## config.mk

```make
export PLATFORM = sky130hd
export DESIGN_NAME = vga_timing_gen
export DESIGN_NICKNAME = d
export VERILOG_FILES = /design/src/rtl/vga_timing_gen.sv
export SDC_FILE = /design/constraint.sdc
export NUM_CORES = 1
export LEC_CHECK = 0
export ABC_AREA = 0
export CORE_MARGIN = 2
export CORE_UTILIZATION = 46
export DETAILED_ROUTE_END_ITERATION = 7
export PLACE_DENSITY = 0.77
export SYNTH_ARGS = -nofsm -noshare
export SYNTH_HDL_FRONTEND = slang
export SYNTH_SLANG_ARGS = --single-unit
export TNS_END_PERCENT = 1
```

## constraint.sdc

```tcl
create_clock -name VGA_clk -period 2.45 [get_ports VGA_clk]
set_clock_uncertainty 0.15 [all_clocks]
set_input_delay 0.49 -clock VGA_clk [delete_from_list [all_inputs] [get_ports VGA_clk]]
set_output_delay 0.49 -clock VGA_clk [all_outputs]
set_load 0.05 [all_outputs]
```

## src/rtl/vga_timing_gen.sv

```systemverilog
// vga_timing_gen: raster timing generator for the sprite renderer.
// Produces pixel coordinates, display_on, VGA sync/blank and line/frame strobes.
// Each axis is sequenced by a phase FSM (ACTIVE->FRONT->SYNC->BACK).
// The free-running counters give X/Y; the FSMs give the blank and sync windows.
// All outputs are registered from the pre-increment state (1 cycle latency).
// Optional macro VGA_SYNC_DELAY_EN: VGA_HS/VGA_VS/VGA_BLANK_N are passed
// through a SYNC_DELAY-deep shift register so they line up with the
// renderer's RGB pipeline.
module vga_timing_gen #(
    parameter int H_ACTIVE   = 640,
    parameter int H_FRONT    = 16,
    parameter int H_SYNC     = 96,
    parameter int H_BACK     = 48,
    parameter int V_ACTIVE   = 480,
    parameter int V_FRONT    = 10,
    parameter int V_SYNC     = 2,
    parameter int V_BACK     = 33,
    parameter bit HS_POL     = 1'b0,
    parameter bit VS_POL     = 1'b0,
    parameter int SYNC_DELAY = 2
) (
    input  logic               VGA_clk,
    input  logic               rst,
    output logic signed [31:0] X,
    output logic signed [31:0] Y,
    output logic               display_on,
    output logic               VGA_HS,
    output logic               VGA_VS,
    output logic               VGA_BLANK_N,
    output logic               VGA_SYNC_N,
    output logic               line_tick,
    output logic               frame_tick
);

    localparam int H_TOTAL = H_ACTIVE + H_FRONT + H_SYNC + H_BACK;
    localparam int V_TOTAL = V_ACTIVE + V_FRONT + V_SYNC + V_BACK;
    localparam int HW      = $clog2(H_TOTAL);
    localparam int VW      = $clog2(V_TOTAL);

`ifdef VGA_SYNC_DELAY_EN
    localparam int DLY = SYNC_DELAY;
`else
    localparam int DLY = 0;
`endif

    localparam logic [HW-1:0] H_LAST      = HW'(H_TOTAL - 1);
    localparam logic [HW-1:0] H_ACTIVE_M1 = HW'(H_ACTIVE - 1);
    localparam logic [HW-1:0] H_FRONT_M1  = HW'(H_FRONT - 1);
    localparam logic [HW-1:0] H_SYNC_M1   = HW'(H_SYNC - 1);
    localparam logic [HW-1:0] H_BACK_M1   = HW'(H_BACK - 1);
    localparam logic [VW-1:0] V_LAST      = VW'(V_TOTAL - 1);
    localparam logic [VW-1:0] V_ACTIVE_VW = VW'(V_ACTIVE);
    localparam logic [VW-1:0] V_ACTIVE_M1 = VW'(V_ACTIVE - 1);
    localparam logic [VW-1:0] V_FRONT_M1  = VW'(V_FRONT - 1);
    localparam logic [VW-1:0] V_SYNC_M1   = VW'(V_SYNC - 1);
    localparam logic [VW-1:0] V_BACK_M1   = VW'(V_BACK - 1);

    typedef enum logic [1:0] {
        PH_ACTIVE = 2'd0,
        PH_FRONT  = 2'd1,
        PH_SYNC   = 2'd2,
        PH_BACK   = 2'd3
    } phase_e;

    logic [HW-1:0] h_cnt_q, h_cnt_d;
    logic [VW-1:0] v_cnt_q, v_cnt_d;
    logic [HW-1:0] h_seg_q, h_seg_d, h_len_m1;
    logic [VW-1:0] v_seg_q, v_seg_d, v_len_m1;
    phase_e        h_phase_q, h_phase_d;
    phase_e        v_phase_q, v_phase_d;
    logic          h_wrap;
    logic          v_wrap;

    logic [HW-1:0] x_q;
    logic [VW-1:0] y_q;
    logic          disp_q;
    logic          hs_q;
    logic          vs_q;
    logic          line_q;
    logic          frame_q;

    // Pixel/line counters: h wraps every line, v steps on the h wrap
    always_comb begin
        h_wrap  = (h_cnt_q == H_LAST);
        v_wrap  = (v_cnt_q == V_LAST);
        h_cnt_d = h_wrap ? '0 : h_cnt_q + HW'(1);
        v_cnt_d = v_cnt_q;
        if (h_wrap) begin
            v_cnt_d = v_wrap ? '0 : v_cnt_q + VW'(1);
        end
    end

    // Horizontal phase FSM: next phase when the segment counter hits its last count
    always_comb begin
        h_phase_d = h_phase_q;
        h_seg_d   = h_seg_q + HW'(1);
        case (h_phase_q)
            PH_ACTIVE: h_len_m1 = H_ACTIVE_M1;
            PH_FRONT:  h_len_m1 = H_FRONT_M1;
            PH_SYNC:   h_len_m1 = H_SYNC_M1;
            default:   h_len_m1 = H_BACK_M1;
        endcase
        if (h_seg_q == h_len_m1) begin
            h_seg_d = '0;
            case (h_phase_q)
                PH_ACTIVE: h_phase_d = PH_FRONT;
                PH_FRONT:  h_phase_d = PH_SYNC;
                PH_SYNC:   h_phase_d = PH_BACK;
                default:   h_phase_d = PH_ACTIVE;
            endcase
        end
    end

    // Vertical phase FSM: same sequence, but only moves on the line wrap
    always_comb begin
        v_phase_d = v_phase_q;
        v_seg_d   = v_seg_q;
        case (v_phase_q)
            PH_ACTIVE: v_len_m1 = V_ACTIVE_M1;
            PH_FRONT:  v_len_m1 = V_FRONT_M1;
            PH_SYNC:   v_len_m1 = V_SYNC_M1;
            default:   v_len_m1 = V_BACK_M1;
        endcase
        if (h_wrap) begin
            v_seg_d = v_seg_q + VW'(1);
            if (v_seg_q == v_len_m1) begin
                v_seg_d = '0;
                case (v_phase_q)
                    PH_ACTIVE: v_phase_d = PH_FRONT;
                    PH_FRONT:  v_phase_d = PH_SYNC;
                    PH_SYNC:   v_phase_d = PH_BACK;
                    default:   v_phase_d = PH_ACTIVE;
                endcase
            end
        end
    end

    // Counter and FSM state registers; reset aborts the frame and restarts at (0,0)
    always_ff @(posedge VGA_clk or posedge rst) begin
        if (rst) begin
            h_cnt_q   <= '0;
            v_cnt_q   <= '0;
            h_seg_q   <= '0;
            v_seg_q   <= '0;
            h_phase_q <= PH_ACTIVE;
            v_phase_q <= PH_ACTIVE;
        end else begin
            h_cnt_q   <= h_cnt_d;
            v_cnt_q   <= v_cnt_d;
            h_seg_q   <= h_seg_d;
            v_seg_q   <= v_seg_d;
            h_phase_q <= h_phase_d;
            v_phase_q <= v_phase_d;
        end
    end

    // Output registers, sampled from the pre-increment counters and phases
    always_ff @(posedge VGA_clk or posedge rst) begin
        if (rst) begin
            x_q     <= '0;
            y_q     <= '0;
            disp_q  <= 1'b0;
            hs_q    <= ~HS_POL;
            vs_q    <= ~VS_POL;
            line_q  <= 1'b0;
            frame_q <= 1'b0;
        end else begin
            x_q     <= h_cnt_q;
            y_q     <= v_cnt_q;
            disp_q  <= (h_phase_q == PH_ACTIVE) && (v_phase_q == PH_ACTIVE);
            hs_q    <= (h_phase_q == PH_SYNC) ? HS_POL : ~HS_POL;
            vs_q    <= (v_phase_q == PH_SYNC) ? VS_POL : ~VS_POL;
            line_q  <= h_wrap;
            frame_q <= (h_cnt_q == '0) && (v_cnt_q == V_ACTIVE_VW);
        end
    end

    // Coordinates are plain unsigned counts zero-extended into the signed ports
    assign X          = {{(32 - HW){1'b0}}, x_q};
    assign Y          = {{(32 - VW){1'b0}}, y_q};
    assign display_on = disp_q;
    assign line_tick  = line_q;
    assign frame_tick = frame_q;
    assign VGA_SYNC_N = 1'b0;

    generate
        if (DLY > 0) begin : g_sync_dly
            logic [DLY-1:0] hs_dly_q;
            logic [DLY-1:0] vs_dly_q;
            logic [DLY-1:0] blank_dly_q;

            // Shift sync/blank along so they track the renderer's pixel pipeline
            always_ff @(posedge VGA_clk or posedge rst) begin
                if (rst) begin
                    hs_dly_q    <= {DLY{~HS_POL}};
                    vs_dly_q    <= {DLY{~VS_POL}};
                    blank_dly_q <= '0;
                end else begin
                    hs_dly_q[0]    <= hs_q;
                    vs_dly_q[0]    <= vs_q;
                    blank_dly_q[0] <= disp_q;
                    for (int i = 1; i < DLY; i++) begin
                        hs_dly_q[i]    <= hs_dly_q[i-1];
                        vs_dly_q[i]    <= vs_dly_q[i-1];
                        blank_dly_q[i] <= blank_dly_q[i-1];
                    end
                end
            end

            assign VGA_HS      = hs_dly_q[DLY-1];
            assign VGA_VS      = vs_dly_q[DLY-1];
            assign VGA_BLANK_N = blank_dly_q[DLY-1];
        end else begin : g_sync_direct
            assign VGA_HS      = hs_q;
            assign VGA_VS      = vs_q;
            assign VGA_BLANK_N = disp_q;
        end
    endgenerate

endmodule

```

==> impl_metrics.csv <==
group,metric,value,unit
routing,wirelength,5480,um
final_layout,final_nets,372,
die,ios,73,
routing,drt-pass1-iter-count,4,
place,hpwl,3620,um
place,place_congestion,0.902,
grt,grt_use_met1,19.1,%
yosys,async_flop_share,100,%
worst_setup_path,worstSetupPathType,"flop to flop",
clock_tree,cts_resized,0,
routing,wl_per_cell,11.9,um
die,core,0.00714,mm2
sta,post-route-period-util,97.3,%
yosys,synthTopCellsByArea,"dfrtp_1 (50%), buf_4 (11%), ha_1 (4.5%), nand2_1 (3.1%), xnor2_1 (2.9%)",
die,dieArea,0.00797,mm2
routing,ant_nets,0,
routing,via_per_inst,4.81,
power_and_ir_drop,peakVddDrop,0.266,mV
clock_tree,clockRootBuffer,"clkbuf_8",
clock_tree,numCtsBuffers,9,
yosys,syn_avg_cell_area,10.6,um2
final_layout,antenna_cells,0,
clock_tree,ctsHoldBuffers,0,
clock_tree,cts_tree,"done",
grt,grt_most_used_layer,"met2",
yosys,syn_area,0.00335,mm2
place,numPortBuffers,27,
worst_setup_path,arrival,2460,ps
grt,grt_pass1_wl,9240,um
sta,slew_headroom,66.5,%
final_layout,final_common_cell,"dfrtp_1",
grt,grt_pass1_vias,1984,
die,die_y,89.3,um
yosys,ys_ff_latch,69,
yosys,synth_top_area_cell,"dfrtp_1",
sta,finalSetupTns,0,ps
yosys,yosysUniqueCellTypes,43,
yosys,synthFlopType,"dfrtp_1",
grt,grt_util_met3,4.06,%
yosys,synth_enable_flop_cells,0,
hold_path,hold_path.class,"flop to flop",
worst_setup_path,cp-start-kind,"flop",
routing,drc,0,
final_layout,drive_above_1_share,12.1,%
die,die_w,89.3,um
sta,fmax,0.419,GHz
routing,drt_iter0_drc,128,
yosys,ys_warn_count,0,
clock_tree,clkSinkCount,69,
clock_tree,clkTransAtPathRegs,80,ps
clock_tree,cts_buffer_depth,2,
hold_path,min_path_cells,0,
grt,grt_overflow_total,0,
power_and_ir_drop,leakagePower,1.77,nW
sta,finalSetupViolations,0,
grt,grt_max_degree,70,
sta,worst_pin_slew,501,ps
power_and_ir_drop,power.density,608,mW/mm2
worst_setup_path,cp_data_required_time,2530,ps
flow_run,cap_violations,0,
grt,grt_util_met2,24.4,%
worst_setup_path,crit_path_end_kind,"flop",
clock_tree,h-tree-depth,3,
sta,period_needed,2380,ps
final_layout,synthToLayoutAreaGrowth,15.4,%
yosys,ys_seq_area_share,51.7,%
final_layout,n_fill_cell,631,
die,floorplan.initialDensity,46.9,%
grt,grtUsageTotal,15.1,%
yosys,synthCells,316,
clock_tree,post_cts_buffers,0,
worst_setup_path,reg2reg_depth,6,
die,rows,31,
sta,drv_slew,0,
power_and_ir_drop,power,2.35,mW
run_status,outcome,"finished clean",
final_layout,final_cell_mix,"dfrtp_1 (67), conb_1 (45), nand2_1 (28), clkdlybuf4s50_1 (27), nor2_1 (22)",
routing,vias,2222,
sta,hold_viol_final,0,
clock_tree,clk_latency,350,ps
worst_setup_path,crit_fanout,5,
yosys,synth_top_area_share,50.1,%
grt,antenna_found_initial,0,
flip-flops by register name (all words and copies together) (netlist names):
| name | cells |
|---|---|
| x_q | 10 |
| VGA_VS | 1 |
| v_cnt_q | 10 |
| line_tick | 1 |
| v_seg_q | 10 |
| h_phase_q | 2 |
| VGA_BLANK_N | 1 |
| h_cnt_q | 10 |
| y_q | 10 |
| frame_tick | 1 |
| h_seg_q | 10 |
| VGA_HS | 1 |
| v_phase_q | 2 |
metal layers:
layer  share of wire, %  wire [um]  up-vias
li1                   -          -     1057
met1                 44       2390     1082
met2                 50       2740       73
met3                4.9        271       10
met4                1.4         78        0
met5                  0          0        -
report_power, final:
| part | switching [mW] | internal (mW) | total (mW) |
|---|---|---|---|
| Sequential | 0 | 1.14 | 1.14 |
| Combinational | 0.172 | 0.00493 | 0.177 |
| Clock | 0.456 | 0.576 | 1.03 |
| Total | 0.628 | 1.72 | 2.35 |
path summary, 6_finish.rpt:
check | start | endpoint | slack, ps
min in group asynchronous | rst | v_cnt_q[7] | 390
setup / recovery | v_cnt_q[0] | v_cnt_q[0] | 70
setup reg to reg | v_cnt_q[0] | v_cnt_q[0] | 70
hold reg to reg | v_cnt_q[8] | y_q[8] | 310
hold / removal | v_cnt_q[8] | y_q[8] | 310
max in group asynchronous | rst | VGA_HS | 1440
synth_stat cells, types with 3 or more instances:
cell type,n
dfrtp_1,67
buf_4,47
nand2_1,28
nor2_1,22
o21ai_0,18
nand3_1,15
inv_1,13
ha_1,12
xnor2_1,11
xor2_1,11
nor3_1,10
a21oi_1,7
and3_1,6
nand4_1,4
a22o_1,3
mux2_2,3
nor2b_1,3
critical path, cell delays in order, from the launching register on:
cell and delay (ps):
dfrtp_1 420, inv_1 110, ha_1 180, or4b_2 650, nor4_4 330, nor2_1 130, mux2_2 290
kinds of logic (layout without fill, tap and decap cells):
kind of cell | Yosys count | in the layout | share of synthesized area, %
AO/OA/AOI/OAI | 36 | 36 | 6.95
multiplexers | 6 | 6 | 2.06
other | 1 | 45 | 0.112
flip-flops | 69 | 69 | 51.7
XOR/XNOR | 22 | 22 | 5.76
adder cells (fa/ha/maj) | 12 | 12 | 4.49
AND/OR/NAND/NOR | 107 | 107 | 16.4
buffers and inverters | 63 | 66 | 12.6
area by class of cell:
type / count / area, um2 / area share (%)
Clock buffer: 9 / 124 / 3.21
Tap cell: 99 / 124 / 3.21
Inverter: 13 / 48.8 / 1.26
Sequential cell: 69 / 1730 / 44.8
Timing Repair Buffer: 37 / 358 / 9.27
Multi-Input combinational cell: 228 / 1380 / 35.7
Clock inverter: 7 / 97.6 / 2.53
per-stage QoR:
| stage | util, % | area (um2) | cells | hold slack, ps | setup WS [ps] |
|---|---|---|---|---|---|
| final | 54.1 | 3860 | 462 | 305 | 65.0 |
| after global routing | 54.1 | 3860 | 462 | 320 | -11.0 |
| after CTS | 53.9 | 3840 | 462 | 305 | 12.7 |
| after detailed placement | 50.8 | 3620 | 446 | 289 | 83.4 |
| after global placement | 50.8 | 3620 | 446 | 277 | 162 |
| after floorplan | - | 3510 | 360 | 248 | 73.4 |
No activity file was read; power rests on OpenSTA's default activity.
